`src/rtl/approx_mac_pkg.sv`:
```
// Shared types and constants for the approximate-MAC accumulator block.
package approx_mac_pkg;

    typedef enum logic [1:0] {
        ST_IDLE = 2'd0,
        ST_ACC  = 2'd1,
        ST_DONE = 2'd2
    } state_e;

    localparam int PROD_W    = 32;
    localparam int ACC_W_DEF = 40;
    localparam int LEN_W_DEF = 8;

endpackage

```
`src/rtl/approx_mac_acc_reg.sv`:
```
// Wide accumulator register with adder and sticky overflow detection.
// APPROX_MAC_SATURATE_EN selects clamp-to-all-ones instead of modulo wrap.
module approx_mac_acc_reg
    import approx_mac_pkg::*;
#(
    parameter int ACC_W = ACC_W_DEF
) (
    input  logic              clk,
    input  logic              rst_n,
    input  logic              clr_i,
    input  logic              en_i,
    input  logic [PROD_W-1:0] add_i,
    output logic [ACC_W-1:0]  acc_o,
    output logic              ovf_o
);

    logic [ACC_W-1:0] acc_q, acc_d;
    logic             ovf_q, ovf_d;
    logic [ACC_W:0]   sum_ext;
    logic             carry;

    function automatic logic [ACC_W-1:0] sat_result(input logic [ACC_W:0] s);
        // Any carry out means the true sum no longer fits; pin to the ceiling.
        return s[ACC_W] ? {ACC_W{1'b1}} : s[ACC_W-1:0];
    endfunction

    always_comb begin
        sum_ext = {1'b0, acc_q} + {{(ACC_W - PROD_W + 1){1'b0}}, add_i};
        carry   = sum_ext[ACC_W];
        acc_d   = acc_q;
        ovf_d   = ovf_q;
        if (clr_i) begin
            acc_d = '0;
            ovf_d = 1'b0;
        end else if (en_i) begin
`ifdef APPROX_MAC_SATURATE_EN
            if (!ovf_q) begin
                acc_d = sat_result(sum_ext);
                ovf_d = carry;
            end
`else
            acc_d = sum_ext[ACC_W-1:0];
            ovf_d = ovf_q | carry;
`endif
        end
    end

    always_ff @(posedge clk or negedge rst_n) begin
        if (!rst_n) begin
            acc_q <= '0;
            ovf_q <= 1'b0;
        end else begin
            acc_q <= acc_d;
            ovf_q <= ovf_d;
        end
    end

    assign acc_o = acc_q;
    assign ovf_o = ovf_q;

endmodule

```
`src/rtl/approx_mac_accum.sv`:
```
// Job-based accumulator for approximate-multiplier products: FSM, length counter
// and handshakes. Optional macro APPROX_MAC_SATURATE_EN enables saturation.
module approx_mac_accum
    import approx_mac_pkg::*;
#(
    parameter int ACC_W = ACC_W_DEF,
    parameter int LEN_W = LEN_W_DEF
) (
    input  logic              clk,
    input  logic              rst_n,
    input  logic              start_i,
    input  logic [LEN_W-1:0]  len_i,
    input  logic [PROD_W-1:0] prod_i,
    input  logic              prod_valid_i,
    output logic              prod_ready_o,
    output logic [ACC_W-1:0]  acc_o,
    output logic              acc_valid_o,
    input  logic              acc_ready_i,
    output logic              busy_o,
    output logic              ovf_o
);

    state_e           state_q;
    logic [LEN_W-1:0] rem_q;
    logic             prod_ready_q;
    logic             acc_valid_q;
    logic             busy_q;
    logic             job_start;
    logic             prod_hs;

    assign job_start = (state_q == ST_IDLE) && start_i;
    assign prod_hs   = prod_valid_i && prod_ready_q;

    // Handshake outputs are registered so they depend on state alone.
    always_ff @(posedge clk or negedge rst_n) begin
        if (!rst_n) begin
            state_q      <= ST_IDLE;
            rem_q        <= '0;
            prod_ready_q <= 1'b0;
            acc_valid_q  <= 1'b0;
            busy_q       <= 1'b0;
        end else begin
            case (state_q)
                ST_IDLE: begin
                    if (start_i) begin
                        rem_q  <= len_i;
                        busy_q <= 1'b1;
                        if (len_i != '0) begin
                            state_q      <= ST_ACC;
                            prod_ready_q <= 1'b1;
                        end else begin
                            state_q     <= ST_DONE;
                            acc_valid_q <= 1'b1;
                        end
                    end
                end
                ST_ACC: begin
                    if (prod_hs) begin
                        rem_q <= rem_q - 1'b1;
                        if (rem_q == LEN_W'(1)) begin
                            state_q      <= ST_DONE;
                            prod_ready_q <= 1'b0;
                            acc_valid_q  <= 1'b1;
                        end
                    end
                end
                ST_DONE: begin
                    if (acc_ready_i) begin
                        state_q     <= ST_IDLE;
                        acc_valid_q <= 1'b0;
                        busy_q      <= 1'b0;
                    end
                end
                default: begin
                    state_q      <= ST_IDLE;
                    prod_ready_q <= 1'b0;
                    acc_valid_q  <= 1'b0;
                    busy_q       <= 1'b0;
                end
            endcase
        end
    end

    approx_mac_acc_reg #(
        .ACC_W (ACC_W)
    ) u_acc_reg (
        .clk   (clk),
        .rst_n (rst_n),
        .clr_i (job_start),
        .en_i  (prod_hs),
        .add_i (prod_i),
        .acc_o (acc_o),
        .ovf_o (ovf_o)
    );

    assign prod_ready_o = prod_ready_q;
    assign acc_valid_o  = acc_valid_q;
    assign busy_o       = busy_q;

endmodule
```
`config.mk`:
```
export PLATFORM = sky130hd
export DESIGN_NAME = approx_mac_accum
export DESIGN_NICKNAME = d
export VERILOG_FILES = /design/src/rtl/approx_mac_pkg.sv /design/src/rtl/approx_mac_acc_reg.sv /design/src/rtl/approx_mac_accum.sv
export SDC_FILE = /design/constraint.sdc
export NUM_CORES = 1
export LEC_CHECK = 0
export ABC_AREA = 0
export CORE_MARGIN = 4
export CORE_UTILIZATION = 52
export CTS_CLUSTER_DIAMETER = 80
export CTS_CLUSTER_SIZE = 14
export DETAILED_ROUTE_END_ITERATION = 8
export PLACE_DENSITY = 0.84
export SLEW_MARGIN = 10
export SYNTH_ARGS = -nofsm -noshare
export SYNTH_HDL_FRONTEND = slang
export SYNTH_SLANG_ARGS = --single-unit
```
`constraint.sdc`:
```
create_clock -name clk -period 3.1 [get_ports clk]
set_input_delay 0.62 -clock clk [delete_from_list [all_inputs] [get_ports clk]]
set_output_delay 0.62 -clock clk [all_outputs]
set_load 0.01 [all_outputs]
```
==> results of run 1 <==
-- worst register-to-register path: cells and delay by family, from the launching register on --
kind            cells  cell delay, ps
compound gates      6            1060
fa+ha+maj           2             570
simple gates        2             520
flops               1             390
buf+inv             2             250
-- placed cells by master, fill, tap and decap left out, types with 7 or more instances in the layout --
master           count
o21ai_0             38
ha_1                33
a21o_1               8
xnor2_1             13
a21oi_1             64
nor2_1              41
a31oi_1              7
xor2_1               8
nand3_1             11
nor3_1              14
nand4_1              7
nand2_1             75
clkdlybuf4s50_1     85
a211oi_1             8
dfrtp_1             54
inv_1               13
o21a_1               7
buf_4               69
-- worst min path at each step --
stage	end	slack, ps	depth (start not counted)
final	u_acc_reg.acc_o[18]	260	1
after global routing	rem_q[0]	290	1
after CTS	u_acc_reg.acc_o[15]	270	1
after detailed placement	acc_valid_o	490	1
after global placement	acc_valid_o	470	1
after floorplan	acc_valid_o	320	0
-- per-stage QoR --
stage / instances / hold WS (ps) / power (uW)
after floorplan: 518 / 324 / 3350
after global placement: 752 / 474 / 4630
after detailed placement: 752 / 489 / 4740
after CTS: 761 / 266 / 5220
after global routing: 763 / 291 / 5710
final: 763 / 257 / 5310
-- area by class of cell --
class                   instances  area [um2]  share of cell area [%]
clock inverters                 3        28.8                   0.493
flip-flops and latches         54        1350                    23.2
well taps                     102         128                    2.19
clock buffers                   5        68.8                    1.18
repair buffers                157        1400                    24.0
multi-input cells             429        2810                    48.2
inverters                      13        48.8                   0.836
-- registers in the layout (all words and copies together) (netlist names) --
| signal | cells |
|---|---|
| acc_valid_o | 1 |
| busy_o | 1 |
| prod_ready_o | 1 |
| rem_q | 8 |
| state_q | 2 |
| u_acc_reg.acc_o | 40 |
| u_acc_reg.ovf_o | 1 |
-- power groups by stage --
stage                     combinational (uW)  clock, uW  sequential (uW)
final                                   3600        445             1270
after global routing                    3930        483             1300
after CTS                               3500        454             1260
after detailed placement                3470          0             1270
after global placement                  3380          0             1250
after floorplan                         2070          0             1280
-- metal layers --
layer	share of wire (%)	GRT usage [%]	up-vias
li1	-	-	2194
met1	44	34.2	2199
met2	49	44.2	186
met3	5.5	3.26	14
met4	1.1	4.94	0
met5	0	0	-
-- cells by family (layout without fill, tap and decap cells) --
family,count (synthesis),in the layout,share of synthesized area [%]
AOI/OAI and AO/OA,188,188,29.4
and+or+nand+nor,182,182,19.3
DFF,54,54,31.5
adders and majority gates,35,35,10.4
buffers and inverters,35,178,4.35
xor gates and xnor gates,21,21,4.29
muxes,3,3,0.730
-- timing repair --
action                     4_1_cts  5_1_grt
pin swaps                        1        8
setup endpoints to repair        2       11
setup buffers                    1        2
resized for setup                0       14
==> impl_metrics.tcl, run 1 <==
set metrics [dict create \
    status "finished clean" \
    place.gp.congestion 0.916 \
    grt_pass1_wl_mm 21.1 \
    combPwrFrac_pct 67.8 \
    finClkSkew_ps 12.7 \
    ant_nets 0 \
    critPathMostFrequentCell "buf_4" \
    async_reset_ff_share_pct 100 \
    crit-reg2reg-capture "u_acc_reg.acc_o[38]" \
    fp.dieW_um 98.8 \
    wl_mm 12.7 \
    clockPowerShare_pct 8.4 \
    grt_max_degree 36 \
    min_period_over_period_pct 97.1 \
    syn_nets 598 \
    synth_ff_type "dfrtp_1" \
    worstPathCellList "clkdlybuf4s50_1, ha_1, nor2b_4, o31a_2, a2bb2oi_4, a221oi_4, o41ai_2, buf_4, a31oi_2, buf_4, nor2_1, a211oi_1" \
    dp_slack_ps -319 \
    die_h_um 98.8 \
    ios 89 \
    worst-path-stages 12 \
    antenna_found_initial 0 \
    required_ps 3320 \
    fp-row-count 32 \
    yosysMostFrequentCell "nand2_1" \
    n_antenna_cell 0 \
    seqPwrFrac_pct 23.8 \
    reg2reg_slack_ps 240 \
    yosysTopAreaCell "dfrtp_1" \
    path_max_fanout 4 \
    tightestPinTransition_ps 704 \
    vias 4593 \
    synthCells 518 \
    n_fill_cell 609 \
    syn_to_final_growth_pct 36.1 \
    grt_pass1_vias 4424 \
    place_area_mm2 0.00565 \
    drive_above_1_share_pct 16.0 \
    synth_edf_count 0 \
    first_pass_iters 5 \
    ctsHtreeMaxLevel 2 \
    final_util_pct 74.0 \
    min_path_type "primary input to asynchronous set/reset pin" \
    timing.fmax_mhz 332 \
    setup_viol 0 \
    crit_start "prod_i[2]" \
    cts_buffer_depth 2 \
    clock-root-buffer "clkbuf_8" \
    intPower_uw 2900 \
    ys_ff_latch 54 \
    stdcell_area_mm2 0.00583 \
    crit_family "compound AO/OA/AOI/OAI gates" \
    synth_warnings 0 \
    cts_tree "done" \
    cts_buffers 5 \
    crit_path_end "u_acc_reg.acc_o[30]" \
    hpwl_mm 9.68 \
    powerDensity_mw_per_mm2 910 \
    syn_area_mm2 0.00429 \
    nets 740 \
    syn_area_per_cell_um2 8.28 \
    worstPathArrival_ps 3230 \
    cp_slowest_cell "clkdlybuf4s50_1" \
    min_period_ps 3010 \
    synthDistinctLibCells 69 \
    path_buf_inv 3 \
    worst_ir_drop_vdd_mv 0.498 \
    dieArea_mm2 0.00976 \
    grt-ovfl-total 0 \
    yosysSeqAreaShare_pct 31.5 \
    cts.sinks 54 \
    clkLatencyLatePin_ps 320 \
    worstRegToRegCells 12 \
    cap_violations 0 \
    synth_top_area_share_pct 31.5 \
    rsz0062_at_grt "false" \
    initialDrtViolationCount 311 \
    hold_viol 0 \
    ys_top_cells_by_area "dfrtp_1 32%, ha_1 9.9%, a21oi_1 7.6%" \
    slew_headroom_pct 52.9 \
    crit_path_end_kind "flop" \
    via_per_inst 6.02 \
    start_util_pct 54.3 \
    setup_tns_ps 0 \
    critPathMaxStageDelay_ps 410 \
    r2r_start "u_acc_reg.acc_o[0]" \
    cts_hold_buf 0 \
    fin_ws_ps 88.9 \
    worstSetupStartpointType "primary input" \
    switching_share_pct 45.4 \
    ys_top_cells_by_count "75 x nand2_1, 65 x a21oi_1, 54 x dfrtp_1, 42 x nor2_1, 39 x o21ai_0" \
    coreArea_mm2 0.00789 \
    cts.clk_slew.worst_paths_ps 120 \
    wl_per_cell_um 16.7 \
    drc_errors 0 \
    leakagePower_uw 0.00260 \
    p_switching_uw 2410 \
    worstSetupPathType "primary input to flop" \
    portBuffers 88 \
    track_usage_pct 25.4 \
    drv_slew 0 \
]
(Power assumes the default switching activity.)
==> run 2: changes to the inputs <==
--- a/config.mk
+++ b/config.mk
@@ -6,6 +6,7 @@
 export NUM_CORES = 1
 export LEC_CHECK = 0
 export ABC_AREA = 0
+export CORE_ASPECT_RATIO = 0.75
 export CORE_MARGIN = 4
 export CORE_UTILIZATION = 52
 export CTS_CLUSTER_DIAMETER = 80
==> constraint.sdc (replaced) <==
create_clock -name clk -period 3.2 [get_ports clk]
set_input_delay 0.64 -clock clk [delete_from_list [all_inputs] [get_ports clk]]
set_output_delay 0.64 -clock clk [all_outputs]
set_load 0.01 [all_outputs]
==> run 2 against run 1 <==
Via count shrank 0.41%. Hold slack gained 32 ps. Utilization shrank 2.7 points. Clock-buffer cell count is the same. Sequential power shrank 4%. Sequential cell count is the same. Critical path depth grew 2. Clock skew shrank 5.5 ps. Sequential share of layout area grew 0.68 points. Register-to-register slack gained 210 ps. Die area grew 0.15%. Global-route usage grew 0.60 points. Highest routed layer unchanged.
==> impl_metrics.tcl, run 2 (synthesized netlist as in run 1, its figures left out) <==
set metrics [dict create \
    worstSetupPathType "primary input to flop" \
    finClkSkew_ps 7.17 \
    antenna_found_initial 0 \
    worst_ir_drop_vdd_mv 0.501 \
    wl_per_cell_um 16.9 \
    drv_slew 0 \
    slew_headroom_pct 55.4 \
    fin_cells 746 \
    holdWs_ps 289 \
    hold_viol 0 \
    coreArea_mm2 0.00795 \
    cts_tree "done" \
    grt-ovfl-total 0 \
    track_usage_pct 26.1 \
    place_area_mm2 0.00553 \
    via_per_inst 6.13 \
    place.gp.congestion 0.985 \
    placedCellCount 738 \
    worstPathArrival_ps 3280 \
    fp.dieW_um 113 \
    setup_viol 0 \
    grt_pass1_vias 4455 \
    required_ps 3400 \
    drc_errors 0 \
    crit_path_end_kind "flop" \
    die_h_um 86.6 \
    largest_reg_flops 40 \
    worstSetupStartpointType "primary input" \
    cts.sinks 54 \
    vias 4574 \
    min_period_over_period_pct 96.1 \
    first_pass_iters 5 \
    initialDrtViolationCount 276 \
    dp_slack_ps -289 \
    cts_buffer_depth 2 \
    status "finished clean" \
    clock-root-buffer "clkbuf_8" \
    fp-row-count 28 \
    cap_violations 0 \
    timing.fmax_mhz 325 \
    start_util_pct 53.9 \
    syn_to_final_growth_pct 32.2 \
    min_period_ps 3080 \
    hpwl_mm 9.77 \
    drive_above_1_share_pct 12.5 \
    power_uw 5050 \
    nets 720 \
    wl_mm 12.6 \
    cts.clk_slew.worst_paths_ps 110 \
    grt_pass1_wl_mm 21.2 \
    path_max_fanout 3 \
    fin_ws_ps 123 \
    stdcell_area_mm2 0.00567 \
    final_common_cell "clkdlybuf4s50_1" \
    ios 89 \
    cts_setup_buffers 0 \
    ant_nets 0 \
    tightestPinTransition_ps 666 \
    cts_buffers 5 \
    dieArea_mm2 0.00978 \
    ctsHtreeMaxLevel 2 \
    powerDensity_mw_per_mm2 891 \
    clkLatencyLatePin_ps 310 \
    leakagePower_uw 0.00249 \
    grt_max_degree 29 \
    portBuffers 88 \
    rsz0062_at_grt "false" \
    n_antenna_cell 0 \
    final_cell_mix "87 x clkdlybuf4s50_1, 75 x nand2_1, 65 x a21oi_1, 54 x dfrtp_1, 49 x buf_4" \
    min_path_type "primary input to asynchronous set/reset pin" \
]
==> run 2: cell count changes in the layout (fill, tap and decap cells not counted), sizes merged <==
cell / before / now
buf: 70 / 50
clkdlybuf4s50: 85 / 87
dlymetal6s2s: 2 / 0
bufinv: 0 / 1
inv: 15 / 14
==> run 2: final cells by class <==
type / count / area, um2
multi-input combinational: 429 / 2780
clock buffer: 5 / 68.8
fill: 659 / 2280
inverter: 13 / 48.8
timing repair buffer: 137 / 1240
sequential: 54 / 1350
clock inverter: 3 / 47.5
tap: 105 / 131
==> run 2: through the flow <==
step,TNS (ps),utilization (%)
2_1_floorplan,0,-
3_3_place_gp,-1080,69.5
3_5_place_dp,-2010,69.5
4_1_cts,0,71.0
5_1_grt,0,71.3
6_report,0,71.3
==> run 2: path summary, 6_finish.rpt <==
check | from | slack, ps | depth (start not counted) | endpoint
max | prod_i[0] | 120 | 14 | u_acc_reg.ovf_o
min | rst_n | 290 | 1 | u_acc_reg.acc_o[17]
max reg2reg | u_acc_reg.acc_o[2] | 450 | 11 | u_acc_reg.ovf_o
min reg2reg | acc_valid_o | 520 | 1 | acc_valid_o
max in group asynchronous | rst_n | 2270 | 2 | u_acc_reg.acc_o[39]
min in group clk | acc_valid_o | 520 | 1 | acc_valid_o
==> run 2: critical path: stages <==
cell and delay (ps):
clkdlybuf4s50_1 410, ha_1 210, inv_1 80, fa_2 200, nor2b_2 50, o31a_2 360
buf_4 160, a31oi_1 320, a21oi_4 120, a31oi_4 230, o41ai_4 100, buf_4 160
a31oi_1 190, nor2_1 50
==> run 2: power breakdown <==
group | leakage [uW] | internal [uW] | switching [uW] | total [uW]
sequential | 0.000688 | 947 | 272 | 1220
combinational | 0.00174 | 1570 | 1770 | 3340
clock | 0.0000587 | 238 | 256 | 494
==> run 2: repair_timing <==
| action | in CTS | in global routing |
|---|---|---|
| gates resized for setup | 0 | 4 |
| setup endpoints to repair | 0 | 5 |
| hold endpoints to repair | 0 | 0 |
| hold buffers | 0 | 0 |
==> run 2: metal layers <==
layer / part of all wire (%) / vias up / track usage (%)
met5: 0 / - / 0
met4: 1.0 / 0 / 5.90
met3: 8.3 / 13 / 5.09
met2: 45 / 205 / 42.4
met1: 45 / 2201 / 36.2
li1: - / 2155 / -
==> run 3: changes to the inputs <==
--- a/config.mk
+++ b/config.mk
@@ -8,11 +8,11 @@
 export ABC_AREA = 0
 export CORE_ASPECT_RATIO = 0.75
 export CORE_MARGIN = 4
-export CORE_UTILIZATION = 52
+export CORE_UTILIZATION = 45
 export CTS_CLUSTER_DIAMETER = 80
 export CTS_CLUSTER_SIZE = 14
 export DETAILED_ROUTE_END_ITERATION = 8
-export PLACE_DENSITY = 0.84
+export PLACE_DENSITY = 0.75
 export SLEW_MARGIN = 10
 export SYNTH_ARGS = -nofsm -noshare
 export SYNTH_HDL_FRONTEND = slang
==> run 3 against run 2 <==
Clock skew is 1.5 ps lower. Die area is 14% higher. Register-to-register slack better by 40 ps.
==> impl_metrics.tcl, run 3 (synthesized netlist as in run 1, its figures left out) <==
set metrics [dict create \
    grt_pass1_vias 4305 \
    path_buf_inv 2 \
    rsz0062_at_grt "false" \
    setup_viol 0 \
    path_max_fanout 4 \
    cts_buffer_depth 2 \
    worstRegToRegCells 12 \
    leakagePower_uw 0.00259 \
    drc_errors 0 \
    status "finished clean" \
    die_h_um 92.5 \
    hold_viol 0 \
    crit_family "compound AO/OA/AOI/OAI gates" \
    ant_nets 0 \
    p_switching_uw 2340 \
    grt-ovfl-total 0 \
    min_period_ps 2990 \
    tightestPinTransition_ps 728 \
    worstSetupStartpointType "primary input" \
    via_per_inst 5.80 \
    clkLatencyLatePin_ps 300 \
    ctsHtreeMaxLevel 2 \
    fp.dieW_um 121 \
    dp_slack_ps -373 \
    cts_buffers 5 \
    combPwrFrac_pct 65.3 \
    crit-reg2reg-capture "u_acc_reg.acc_o[34]" \
    final_common_cell "clkdlybuf4s50_1" \
    first_pass_iters 5 \
    portBuffers 88 \
    switching_share_pct 44.6 \
    nets 735 \
    n_antenna_cell 0 \
    cap_violations 0 \
    worstSetupPathType "primary input to flop" \
    seqPwrFrac_pct 23.6 \
    intPower_uw 2910 \
    track_usage_pct 22.9 \
    fp-row-count 30 \
    cts_hold_buf 0 \
    timing.fmax_mhz 334 \
    final_cell_mix "86 x clkdlybuf4s50_1, 75 x nand2_1, 64 x a21oi_1, 64 x buf_4, 54 x dfrtp_1" \
    finClkSkew_ps 5.68 \
    powerDensity_mw_per_mm2 896 \
    drive_above_1_share_pct 15.1 \
    worstPathArrival_ps 3220 \
    slew_headroom_pct 51.5 \
    clockPowerShare_pct 11.2 \
    worst_ir_drop_vdd_mv 0.410 \
    cp_slowest_cell "clkdlybuf4s50_1" \
    worst-path-stages 11 \
    clock-root-buffer "clkbuf_16" \
    final_util_pct 64.1 \
    vias 4544 \
    critPathMostFrequentCell "a31oi_1" \
    required_ps 3430 \
    cts.clk_slew.worst_paths_ps 80 \
    coreArea_mm2 0.00916 \
    r2r_start "u_acc_reg.acc_o[0]" \
    start_util_pct 46.8 \
    wl_mm 12.9 \
    hpwl_mm 9.78 \
    stdcell_area_mm2 0.00587 \
    cts_tree "done" \
    fin_ws_ps 205 \
    place.gp.congestion 0.929 \
    min_period_over_period_pct 93.6 \
    cts.sinks 54 \
    initialDrtViolationCount 410 \
    antenna_found_initial 0 \
    reg2reg_slack_ps 490 \
    grt_pass1_wl_mm 21.1 \
    min_path_type "primary input to asynchronous set/reset pin" \
    wl_per_cell_um 16.4 \
    grt_max_degree 55 \
    dieArea_mm2 0.0112 \
    crit_path_end_kind "flop" \
    largest_reg_flops 40 \
    critPathMaxStageDelay_ps 410 \
    place_area_mm2 0.00564 \
    worstPathCellList "clkdlybuf4s50_1, ha_1, nor2b_2, o31a_2, a2bb2oi_4, a221oi_4, o41ai_2, buf_4, a31oi_1, o221ai_1, a31oi_1" \
    ios 89 \
    drv_slew 0 \
    syn_to_final_growth_pct 36.9 \
]
-- run 3: changes by cell type in the layout (fill, tap and decap cells not counted), sizes merged --
cell           before  now
bufinv              1    0
buf                50   65
inv                14   15
dlymetal6s2s        0    1
clkdlybuf4s50      87   86
-- run 3: layout make-up --
class / count / area, um2
fillers: 812 / 3290
multi-input cells: 429 / 2800
repair buffers: 152 / 1360
flip-flops and latches: 54 / 1350
well taps: 128 / 160
clock buffers: 5 / 125
inverters: 13 / 48.8
clock inverters: 3 / 26.3
-- run 3: worst max-delay path by stage --
stage                                endpoint       from  slack (ps)
after global routing      u_acc_reg.acc_o[21]  prod_i[1]          20
after CTS                 u_acc_reg.acc_o[38]  prod_i[0]          10
after floorplan           u_acc_reg.acc_o[38]  prod_i[0]         280
after global placement    u_acc_reg.acc_o[38]  prod_i[0]        -310
final                     u_acc_reg.acc_o[34]  prod_i[2]         210
after detailed placement  u_acc_reg.acc_o[38]  prod_i[0]        -370
-- run 3: routing by layer --
| metal | global-route usage (%) | vias to the layer above | share of wire, % |
|---|---|---|---|
| li1 | - | 2182 | - |
| met1 | 33.2 | 2144 | 48 |
| met2 | 35.4 | 203 | 43 |
| met3 | 4.03 | 15 | 7.6 |
| met4 | 5.85 | 0 | 1.1 |
| met5 | 0 | - | 0 |
-- run 3: power by group through the flow --
stage	logic (uW)	clock network, uW	registers, uW
2_1_floorplan	2010	0	1240
3_3_place_gp	3260	0	1220
3_5_place_dp	3330	0	1240
4_1_cts	3370	591	1230
5_1_grt	3770	627	1270
6_report	3430	587	1240
-- run 3: stage by stage --
| step | instances | setup TNS (ps) | hold slack, ps | total power [uW] |
|---|---|---|---|---|
| floorplan | 518 | 0 | 344 | 3250 |
| global placement | 772 | -2060 | 484 | 4480 |
| detailed placement | 772 | -3040 | 488 | 4560 |
| CTS | 783 | 0 | 513 | 5190 |
| global route | 784 | 0 | 538 | 5670 |
| finish | 784 | 0 | 484 | 5250 |
-- run 3: repair_timing --
action	4_1_cts	5_1_grt
gates resized for setup	2	8
pin swaps	5	6
gates cloned	0	0
hold endpoints to repair	0	0
endpoints found under the setup margin	3	6
buffers inserted	3	2
==> edit 1: new RTL, flow settings as in run 2 <==
The option `APPROX_MAC_SATURATE_EN` is turned on by a define.
--- a/src/rtl/approx_mac_acc_reg.sv
+++ b/src/rtl/approx_mac_acc_reg.sv
@@ -2,2 +2,4 @@
 // APPROX_MAC_SATURATE_EN selects clamp-to-all-ones instead of modulo wrap.
+`define APPROX_MAC_SATURATE_EN
+
 module approx_mac_acc_reg
Check against the original RTL: same outputs for any inputs over 10 cycles, from zero or initial values and one cycle with rst_n low; that may be too few to reach the edited logic, so the function may still have changed.
==> edit 1 against run 2 <==
Count of clock-buffer cells in the layout grew 1; power rose by 4.6%; area after synthesis barely moved; setup slack better by 0.022 ns; final area barely moved; sequential cell count is the same; critical path depth decreased by 4; sequential share of layout area hardly changed; fmax rose by 0.74%; hold slack got worse by 0.076 ns; wire length rose by 6.4%; largest cell class unchanged; largest power group unchanged.
==> edit 1: results (changes against run 2) <==
status finished, final reports clean; syn_nets 599 (+0.17%); critical register-to-register path endpoint u_acc_reg.acc_o[35]$_DFFE_PN0P_; post-synthesis adder-cell area fraction 10.4% (about the same); routability cong. 0.963 (-2.3%); Synth cell types 59 (-14%); layout cell share with drive strength beyond 1 13.5% (+1.0 points); global-route met1 utilization 40.9% (+4.7 points); Vias per Instance 6.26 (+2.2%); met3 usage 5.30% (+0.21 points); internal power 2.81 mW (+2.0%); Initial DRC Count 330 (+20%); filler cell count 653 (-0.91%); Post-synth top cells a21oi_1, o21ai_0, dfrtp_1; DP Area 5570 µm² (+0.84%); global-route wire length before repair 22500 µm (+6.1%); reg2reg setup slack 0.48 ns (+0.03 ns); Arr. time, crit path 3.26 ns (-0.02 ns); routing usage on met2 44.0% (+1.6 points); Worst-Margin Slew 0.528 ns (-0.138 ns); pin count of the biggest net entering global routing 41 (+41%); largest stage delay on the critical path 0.46 ns (+0.05 ns); sequential fraction of the synthesis area 31.5% (about the same); nets 723 (+0.42%); gr usage total 28.2% (+2.1 points)
edit 1: cell types whose count changed after synthesis, moves of 6 or more:
cell | run 2 | this run
o21ai_0 | 39 | 59
a21oi_2 | 0 | 7
nand2_1 | 75 | 35
a21o_1 | 8 | 14
o21ai_1 | 1 | 8
a31oi_1 | 10 | 20
edit 1: how the worst max path moves through the flow:
stage	depth (start not counted)	slack, ns	end	start
after floorplan	10	0.55	u_acc_reg.acc_o[2]$_DFFE_PN0P_	prod_i[0]
after global placement	10	-0.15	u_acc_reg.acc_o[35]$_DFFE_PN0P_	prod_i[1]
after detailed placement	10	-0.16	u_acc_reg.acc_o[35]$_DFFE_PN0P_	prod_i[1]
after CTS	10	0.17	u_acc_reg.acc_o[35]$_DFFE_PN0P_	prod_i[1]
after global routing	10	0.007	u_acc_reg.acc_o[35]$_DFFE_PN0P_	prod_i[1]
final	10	0.15	u_acc_reg.acc_o[35]$_DFFE_PN0P_	prod_i[1]
edit 1: final cells by class:
cell class | count | area share [%]
inverter | 10 | 0.662
timing repair buffer | 139 | 22.4
clock inverter | 2 | 0.287
sequential | 54 | 23.8
clock buffer | 6 | 1.46
multi-input combinational | 433 | 49.0
tap | 105 | 2.32
edit 1: cell families after synthesis:
| group | Yosys count |
|---|---|
| buf+inv | 32 |
| xor+xnor | 27 |
| flops | 54 |
| mux | 1 |
| compound gates | 213 |
| fa+ha+maj | 35 |
| simple gates | 157 |
edit 1: metal layers:
metal  up-vias  part of all wire [%]  wire, µm
met3        15                   8.9      1190
met1      2249                    45      6090
met5         -                     0         0
met2       248                    45      6000
met4         0                  0.87       116
li1       2180                     -         -
edit 1: worst reg2reg max path, cell delays in order, from the launching register on:
cell and delay [ns]:
dfrtp_1 0.45, ha_1 0.30, a21oi_1 0.07, nand4b_1 0.26
a21oi_1 0.44, o21a_1 0.31, o31ai_4 0.09, a21oi_2 0.29
and2_1 0.28, a311oi_1 0.12
edit 1: stage by stage:
step / hold slack (ns) / utilization (%) / instances / total power [mW] / setup TNS (ns)
final: 0.213 / 71.3 / 749 / 5.28 / 0
after floorplan: 0.344 / - / 519 / 3.39 / 0
after global routing: 0.233 / 71.3 / 749 / 5.72 / 0
after detailed placement: 0.495 / 70.1 / 741 / 4.77 / -2.25
after global placement: 0.481 / 70.1 / 741 / 4.68 / -0.431
after CTS: 0.222 / 71.3 / 749 / 5.23 / 0
edit 1: power groups by stage:
stage	clock network, mW	registers, mW	logic, mW
finish	0.445	1.23	3.61
global route	0.479	1.26	3.98
CTS	0.447	1.22	3.57
detailed placement	0	1.22	3.54
global placement	0	1.21	3.47
floorplan	0	1.24	2.15
==> edit 2: new RTL, flow settings as in run 2 <==
Made on the original files. The 3 states of `state_e` get a one-hot encoding in 3 bits.
--- a/src/rtl/approx_mac_pkg.sv
+++ b/src/rtl/approx_mac_pkg.sv
@@ -3,6 +3,6 @@
 
-    typedef enum logic [1:0] {
-        ST_IDLE = 2'd0,
-        ST_ACC  = 2'd1,
-        ST_DONE = 2'd2
+    typedef enum logic [2:0] {
+        ST_IDLE = 3'b001,
+        ST_ACC  = 3'b010,
+        ST_DONE = 3'b100
     } state_e;
Function: same outputs for any inputs over 10 cycles, from zero or initial values and one cycle with rst_n low; not proved beyond that.
==> edit 2 against run 2 <==
Final area grew 3.5%; first-iteration DRC count grew 62%; wire length grew 7.8%; critical path type unchanged; synthesized cell count shrank 1.9%; power grew 2.9%; setup slack lost 0.092 ns; sequential cell count grew 1; area after synthesis shrank 3.1%.
==> edit 2: results (changes against run 2) <==
number of flip-flops and latches 55 (+1.9%); Comb pwr share 66.3% (+0.2 points); Initial DRC Count 446 (+62%); filler cell count 519 (-21%); multi-input gates 419 (-2.3%); R2R cell count 10 (-1); Post-synth top cells nand2_1, a21oi_1, dfrtp_1; vias in the first global route 4210 (-5.5%); synthesized netlist cell count 508 (-1.9%); CP startpoint prod_i[11]; slowest CP cell or4_4; status finished, final reports clean; Clock Skew 0.00779 ns (+0.000619 ns); routability cong. 1.00 (+1.5%); sequential fraction of the synthesis area 33.2% (+1.6 points); pin count of the biggest net entering global routing 32 (+10%); clock buffer count 6 (+1); fraction of area in registers 23.5% (-0.36 points); largest stage delay on the critical path 0.49 ns (+0.08 ns); detailed placer's ending HPWL 9580 µm (-1.9%); Max FO, Critical Path 5 (+2); inverter count 12 (-1); Multi-input gate area 2840 µm² (+2.2%); R2R Path Start u_acc_reg.acc_o[14]$_DFFE_PN0P_; gr usage total 26.7% (+0.67 points); Synth cell types 54 (-22%); post-synthesis compound-gate area fraction 26.6% (-2.8 points); Max IR drop VDD 0.000540 V (+7.8%); Top Family by Delay on Critical Path simple AND/OR/NAND/NOR gates; xor/xnor share of the synthesized area 6.54% (+2.2 points); Vias per Instance 6.20 (+1.1%); bufs w/o clock 151 (+10%); layout cell share with drive strength beyond 1 15.8% (+3.3 points); clk tree area frac 2.00% (-0.048 points); WL final 13600 µm (+7.8%)
## edit 2: repair_timing
action | in CTS | in global routing
endpoints found under the setup margin | 7 | 14
pin swaps | 5 | 21
resized for setup | 4 | 26
cloned | 1 | 0
buffers inserted | 2 | 4
## edit 2: metal layers
layer  track usage, %  share of wire [%]
met1             39.3                 45
met2             42.5                 45
met3             4.21                8.7
met4             4.09                1.6
met5                0                  0
## edit 2: cells by family (layout without fill, tap and decap cells)
kind of cell,count (synthesis),after routing
buffers and inverters,35,171
AO/OA/AOI/OAI,174,175
adder cells (fa/ha/maj),35,35
flip-flops,55,55
XOR/XNOR,31,31
AND/OR/NAND/NOR,177,177
multiplexers,1,1
## edit 2: through the flow
| step | util (%) | hold slack (ns) | worst slack, ns | power, mW | cell area [µm²] |
|---|---|---|---|---|---|
| floorplan | - | 0.344 | 0.0556 | 3.07 | 4160 |
| global placement | 72.8 | 0.480 | -0.354 | 4.26 | 5510 |
| detailed placement | 72.8 | 0.489 | -0.451 | 4.38 | 5510 |
| CTS | 74.9 | 0.315 | 0.0107 | 4.95 | 5670 |
| global route | 77.5 | 0.326 | -0.0293 | 5.56 | 5870 |
| finish | 77.5 | 0.299 | 0.0317 | 5.19 | 5870 |
## edit 2: final timing paths
| kind | slack [ns] | end |
|---|---|---|
| max in group asynchronous | 2.16 | state_q[0]$_DFFE_PN1P_ |
| worst min-delay path | 0.30 | u_acc_reg.acc_o[19]$_DFFE_PN0P_ |
| worst min register to register | 0.52 | u_acc_reg.ovf_o$_DFFE_PN0P_ |
| min in group clk | 0.52 | u_acc_reg.ovf_o$_DFFE_PN0P_ |
| worst max-delay path | 0.03 | u_acc_reg.acc_o[36]$_DFFE_PN0P_ |
| worst max register to register | 0.32 | u_acc_reg.acc_o[36]$_DFFE_PN0P_ |
